==> src/rtl/traffic_light_ctrl_if.sv <==
// Signal bundle between the detector side (master) and the phase controller (slave).
// Carries per-phase demand in and the lamp drive / status back out.
interface traffic_light_ctrl_if #(
    parameter int NUM_PHASES = 4
);
    localparam int PW = $clog2(NUM_PHASES);

    logic [NUM_PHASES-1:0] req;
    logic                  flash_mode;
    logic [NUM_PHASES-1:0] red;
    logic [NUM_PHASES-1:0] yellow;
    logic [NUM_PHASES-1:0] green;
    logic [PW-1:0]         phase;
    logic [1:0]            state;

    modport master (
        output req, flash_mode,
        input  red, yellow, green, phase, state
    );

    modport slave (
        input  req, flash_mode,
        output red, yellow, green, phase, state
    );
endinterface

==> src/rtl/traffic_light_ctrl.sv <==
// Multi-phase round-robin intersection controller with demand skipping,
// actuated green extension, all-red clearance and night flash.
module traffic_light_ctrl #(
    parameter int NUM_PHASES     = 4,
    parameter int CNT_W          = 16,
    parameter int MIN_GREEN      = 10,
    parameter int MAX_GREEN      = 40,
    parameter int YELLOW_CYCLES  = 5,
    parameter int ALL_RED_CYCLES = 2,
    parameter int FLASH_HALF     = 25
) (
    input  logic                 clk,
    input  logic                 rst,
    traffic_light_ctrl_if.slave  bus
);
    localparam int PW = $clog2(NUM_PHASES);
    localparam logic [NUM_PHASES-1:0] ONE = NUM_PHASES'(1);

    typedef enum logic [1:0] {
        ST_ALL_RED = 2'd0,
        ST_GREEN   = 2'd1,
        ST_YELLOW  = 2'd2,
        ST_FLASH   = 2'd3
    } st_t;

    st_t                   st, st_nxt;
    logic [CNT_W-1:0]      cnt, cnt_nxt;
    logic [PW-1:0]         cur, cur_nxt, sel;
    logic [NUM_PHASES-1:0] pending, pend_nxt;
    logic                  flash_on, flash_nxt;
    logic [NUM_PHASES-1:0] red_q, yel_q, grn_q;
    logic [NUM_PHASES-1:0] red_nxt, yel_nxt, grn_nxt;
    logic [NUM_PHASES-1:0] cur_mask, nxt_mask;
    logic                  green_done;

    assign cur_mask = ONE << cur;
    assign nxt_mask = ONE << cur_nxt;

    // First pending phase after cur; plain cur+1 when nothing is waiting.
    always_comb begin
        sel = PW'((int'(cur) + 1) % NUM_PHASES);
        for (int i = NUM_PHASES; i >= 1; i--) begin
            logic [PW-1:0] pidx;
            pidx = PW'((int'(cur) + i) % NUM_PHASES);
            if (pending[pidx]) sel = pidx;
        end
    end

    assign green_done = (cnt >= CNT_W'(MIN_GREEN)) &&
                        ((cnt >= CNT_W'(MAX_GREEN)) ||
                         (|(pending & ~cur_mask)) ||
                         !(|(bus.req & cur_mask)) ||
                         bus.flash_mode);

    // cnt holds the 1-based cycle number within the current state.
    always_comb begin
        st_nxt    = st;
        cnt_nxt   = cnt + 1'b1;
        cur_nxt   = cur;
        flash_nxt = flash_on;
        case (st)
            ST_ALL_RED: begin
                if (cnt >= CNT_W'(ALL_RED_CYCLES)) begin
                    cnt_nxt = CNT_W'(1);
                    if (bus.flash_mode) begin
                        st_nxt    = ST_FLASH;
                        flash_nxt = 1'b1;
                    end else begin
                        st_nxt  = ST_GREEN;
                        cur_nxt = sel;
                    end
                end
            end
            ST_GREEN: begin
                if (green_done) begin
                    st_nxt  = ST_YELLOW;
                    cnt_nxt = CNT_W'(1);
                end
            end
            ST_YELLOW: begin
                if (cnt >= CNT_W'(YELLOW_CYCLES)) begin
                    st_nxt  = ST_ALL_RED;
                    cnt_nxt = CNT_W'(1);
                end
            end
            default: begin
                if (!bus.flash_mode) begin
                    st_nxt  = ST_ALL_RED;
                    cnt_nxt = CNT_W'(1);
                end else if (cnt >= CNT_W'(FLASH_HALF)) begin
                    flash_nxt = ~flash_on;
                    cnt_nxt   = CNT_W'(1);
                end
            end
        endcase
    end

    // Demand for the served phase is swallowed for the whole green, including its grant edge.
    always_comb begin
        pend_nxt = pending | bus.req;
        if (st == ST_GREEN || st_nxt == ST_GREEN)
            pend_nxt = pend_nxt & ~nxt_mask;
    end

    always_comb begin
        red_nxt = '0;
        yel_nxt = '0;
        grn_nxt = '0;
        case (st_nxt)
            ST_ALL_RED: red_nxt = '1;
            ST_GREEN: begin
                grn_nxt = nxt_mask;
                red_nxt = ~nxt_mask;
            end
            ST_YELLOW: begin
                yel_nxt = nxt_mask;
                red_nxt = ~nxt_mask;
            end
            default: yel_nxt = {NUM_PHASES{flash_nxt}};
        endcase
    end

    always_ff @(posedge clk or posedge rst) begin
        if (rst) begin
            st       <= ST_ALL_RED;
            cnt      <= '0;
            cur      <= PW'(NUM_PHASES - 1);
            pending  <= '0;
            flash_on <= 1'b0;
            red_q    <= '1;
            yel_q    <= '0;
            grn_q    <= '0;
        end else begin
            st       <= st_nxt;
            cnt      <= cnt_nxt;
            cur      <= cur_nxt;
            pending  <= pend_nxt;
            flash_on <= flash_nxt;
            red_q    <= red_nxt;
            yel_q    <= yel_nxt;
            grn_q    <= grn_nxt;
        end
    end

    assign bus.red    = red_q;
    assign bus.yellow = yel_q;
    assign bus.green  = grn_q;
    assign bus.phase  = cur;
    assign bus.state  = st;
endmodule

==> src/flat_wrapper.sv <==
// flat-port wrapper written by rule: the top's interface ports become plain ports
module traffic_light_ctrl_flat 
#(
    parameter int NUM_PHASES     = 4,
    parameter int CNT_W          = 16,
    parameter int MIN_GREEN      = 10,
    parameter int MAX_GREEN      = 40,
    parameter int YELLOW_CYCLES  = 5,
    parameter int ALL_RED_CYCLES = 2,
    parameter int FLASH_HALF     = 25
)
  (clk, rst, bus_req, bus_flash_mode, bus_red, bus_yellow, bus_green, bus_phase, bus_state);
  traffic_light_ctrl_if #(.NUM_PHASES(NUM_PHASES)) bus_i ();
  input  logic clk;
  input  logic rst;
  input wire logic [$bits(bus_i.req)-1:0] bus_req;
  input wire logic [$bits(bus_i.flash_mode)-1:0] bus_flash_mode;
  output wire logic [$bits(bus_i.red)-1:0] bus_red;
  output wire logic [$bits(bus_i.yellow)-1:0] bus_yellow;
  output wire logic [$bits(bus_i.green)-1:0] bus_green;
  output wire logic [$bits(bus_i.phase)-1:0] bus_phase;
  output wire logic [$bits(bus_i.state)-1:0] bus_state;
  assign bus_i.req = bus_req;
  assign bus_i.flash_mode = bus_flash_mode;
  assign bus_red = bus_i.red;
  assign bus_yellow = bus_i.yellow;
  assign bus_green = bus_i.green;
  assign bus_phase = bus_i.phase;
  assign bus_state = bus_i.state;
  traffic_light_ctrl #(.NUM_PHASES(NUM_PHASES), .CNT_W(CNT_W), .MIN_GREEN(MIN_GREEN), .MAX_GREEN(MAX_GREEN), .YELLOW_CYCLES(YELLOW_CYCLES), .ALL_RED_CYCLES(ALL_RED_CYCLES), .FLASH_HALF(FLASH_HALF)) u_core (.clk(clk), .rst(rst), .bus(bus_i));
endmodule
==> config.mk <==
export PLATFORM = sky130hd
export DESIGN_NAME = traffic_light_ctrl_flat
export DESIGN_NICKNAME = d
export VERILOG_FILES = /design/src/rtl/traffic_light_ctrl_if.sv /design/src/rtl/traffic_light_ctrl.sv /design/src/flat_wrapper.sv
export SDC_FILE = /design/constraint.sdc
export NUM_CORES = 1
export LEC_CHECK = 0
export BUFFER_PORTS_ARGS = -buffer_cell sky130_fd_sc_hd__buf_2
export CORE_MARGIN = 3
export CORE_UTILIZATION = 61
export CTS_BUF_LIST = sky130_fd_sc_hd__clkbuf_4
export DETAILED_ROUTE_END_ITERATION = 8
export PLACE_DENSITY = 0.94
export SYNTH_ARGS = -nofsm -noshare
export SYNTH_HDL_FRONTEND = slang
export SYNTH_SLANG_ARGS = --single-unit
==> constraint.sdc <==
create_clock -name clk -period 4.19 [get_ports clk]
set_clock_uncertainty 0.15 [all_clocks]
set_input_delay 1.0475 -clock clk [delete_from_list [all_inputs] [get_ports clk]]
set_output_delay 1.0475 -clock clk [all_outputs]
set_load 0.02 [all_outputs]
==> metrics.txt <==
asr flop ratio synth 100%; Filler cells ~290; core footprint roughly 3800 sq um; num ports 23; vias in the first global route 2,083; Initial Utilization between 60% and 70%; Sink Count 37; beginning of the critical path u_core.bus.phase[1]; final core occ 71.5%; Syn Area/Cell 9.37 sq um; Die X 69.4 um; P_leak 1.22 nW; total setup buffers inserted after CTS 0; Bufs on Longest Clock Path 2; layout cells sized above 1 19.4%; reg2reg start u_core.bus.phase[1]; RR Endpoint u_core.pending[1]; Setup crit end kind flip-flop; relative slew slack 45.1%; routed vias/inst 6.21; worst hold-check path type reg2reg; EDFF count, synth 0; library cells used by synthesis 63; Post-Syn Area 2450 sq um; final hold viol count 0; Slew Limit Fails 0; clk slew on worst S/H paths 100 ps; post-DP HPWL 3.86 mm; final worst path period share 85.9%; startpoint types flip-flop; GRT overflow 0; PD cells 804 nW/um^2; Multi-input gate area 1420 sq um; root buf cell clkbuf_4; Layout area overhead 9.84%; Post-DRT Antenna Nets 0; CTS tree built; Slowest cell on crit path dfstp_2; hold buffer count at cts 0; Clk pwr share 11.5%; most frequent CP cell nor2_1; drt first-iter violations 153; setup TNS 0 ps; FF-to-FF setup slack 590 ps; main flop type after synthesis dfrtp_1; Sw Share ~48%; GRT Resource Usage Total about a quarter; count of input and output buffers 22; total of max-cap violations 0; DRC Markers 0; synth warn 0; sw power 1.04 mW; Final min period 3600 ps; row count 22; Comb pwr share 61.7%; worst ir drop on vdd around 520 uV; RePlAce Congestion 0.901; RSZ-0062 raised after global routing no; Seq/Total Area, Yosys 38.0%; Via Count about 2,100; Setup violations, final 0; crit-path cells inv_1, ha_1, a22oi_1, nand2_1, a31oi_1, nor2_1, a2111oi_0, nor3_1, ha_1, nor2_1, nor2_1, a221oi_1; routed len/inst 15.9 um; worst path arrival time 3680 ps; Clk Latency, worst-skew pair 360 ps; largest net degree at the start of global routing 38; antenna cells 0; Die H 69.4 um; H-tree depth 2; Worst Tran Pin Value 816 ps; CP max stage delay 710 ps; nets@finish 313; Fmax achieved 278 MHz; First-pass DRT Iterations 4; post-synthesis cell count roughly 260; crit path max fanout 16; first-pass GRT wire length between 9 and 10 mm; share of power burned in registers 26.7%; initial antenna violation count 0; Routed WL 5.36 mm; CTS buffer count 5; Int Pwr about 1.1 mW; CP Class reg2reg; status finished clean; worst r2r path cells 12; Reg area 933 sq um; Yosys reg bits 37; Critical Path RT ~4300 ps; Worst setup endpoint u_core.pending[1]; Post-CTS Resized 0; Die Footprint 4820 sq um
-- sequential cells by signal (all words and copies together) (netlist names) --
name and flops:
u_core.bus.red 4, u_core.bus.green 4, u_core.bus.yellow 4, u_core.bus.phase 2, u_core.pending 4, u_core.cnt 16, u_core.bus.state 2, u_core.flash_on 1
-- cell families (layout without fill, tap and decap cells) --
group / count (synthesis) / after routing / synth area share, %
simple gates: 92 / 92 / 19.5
compound gates: 72 / 72 / 23.1
flops: 37 / 37 / 38.0
buf+inv: 31 / 49 / 5.40
fa+ha+maj: 18 / 18 / 9.17
mux: 6 / 6 / 2.80
xor+xnor: 5 / 5 / 1.78
other cells: 1 / 10 / 0.153
-- synth_stat cells (3+ instances only) --
master,instances,share of area (%)
a211oi_1,4,1.2
a21boi_0,6,1.8
a21o_1,6,1.8
a21oi_1,10,2.0
a221oi_1,4,1.4
a31o_2,4,1.4
a31oi_1,3,0.76
and2_1,3,0.76
clkbuf_1,11,1.7
dfrtp_1,31,32
dfstp_2,6,6.4
ha_1,18,9.2
inv_1,15,2.3
mux2_2,3,1.4
nand2_1,15,2.3
nand2b_1,6,1.5
nand3_1,7,1.4
nand4_1,4,1.0
nor2_1,24,3.7
nor2b_1,7,1.8
nor3_1,7,1.4
nor4_1,3,0.76
o21a_1,3,0.92
o21ai_0,5,1.0
or3_1,4,1.0
xnor2_1,4,1.4
-- routing by layer --
layer | up-vias | GRT usage [%] | share of wire (%)
met1 | 1004 | 31.1 | 43
li1 | 985 | - | -
met4 | 0 | 11.1 | 3.0
met5 | - | 0 | 0
met2 | 87 | 38.3 | 48
met3 | 16 | 4.35 | 6.5
-- worst min-delay path by stage --
stage / startpoint / to / cells past startpoint
detailed placement: u_core.cnt[5] / u_core.cnt[5] / 2
finish: u_core.cnt[5] / u_core.cnt[5] / 2
CTS: u_core.cnt[5] / u_core.cnt[5] / 2
global route: u_core.cnt[5] / u_core.cnt[5] / 2
floorplan: u_core.flash_on / u_core.flash_on / 3
global placement: u_core.cnt[3] / u_core.cnt[3] / 2
-- worst max-delay path, delay by kind of cell, from the launching register on --
kind / cells / cell delay [ps]
and+or+nand+nor: 5 / 620
DFF: 1 / 710
AOI/OAI and AO/OA: 4 / 1340
buffers and inverters: 1 / 120
adders and majority gates: 2 / 530
-- cell usage in the layout (no fill, tap or decap), types with 5 or more instances in the layout --
cell type	count
dfrtp_1	31
nor2_1	24
buf_2	22
ha_1	18
inv_1	15
nand2_1	15
a21oi_1	10
conb_1	10
nand3_1	7
nor2b_1	7
nor3_1	7
nand2b_1	6
a21o_1	6
a21boi_0	6
clkbuf_4	6
dfstp_2	6
o21ai_0	5
-- cell type report --
class / count / share of cell area [%]
multi-input cells: 203 / 52.8
flip-flops and latches: 37 / 34.6
repair buffers: 26 / 5.20
well taps: 48 / 2.23
inverters: 15 / 2.09
clock buffers: 6 / 1.67
clock inverters: 2 / 1.44
-- power by group through the flow --
stage	Clock, mW	Sequential, mW	Combinational (mW)
floorplan	0	0.612	0.999
global placement	0	0.578	1.25
detailed placement	0	0.585	1.30
CTS	0.258	0.580	1.32
global route	0.271	0.599	1.48
finish	0.250	0.580	1.34
-- stage by stage --
step / worst slack (ps) / hold slack (ps) / area (sq um) / std cells / power (mW)
2_1_floorplan: 598 / 475 / 2490 / 271 / 1.61
3_3_place_gp: 633 / 486 / 2610 / 329 / 1.83
3_5_place_dp: 524 / 514 / 2610 / 329 / 1.89
4_1_cts: 635 / 530 / 2700 / 337 / 2.16
5_1_grt: 339 / 618 / 2700 / 337 / 2.35
6_report: 589 / 539 / 2700 / 337 / 2.17
No activity file was read; power rests on OpenSTA's default activity.
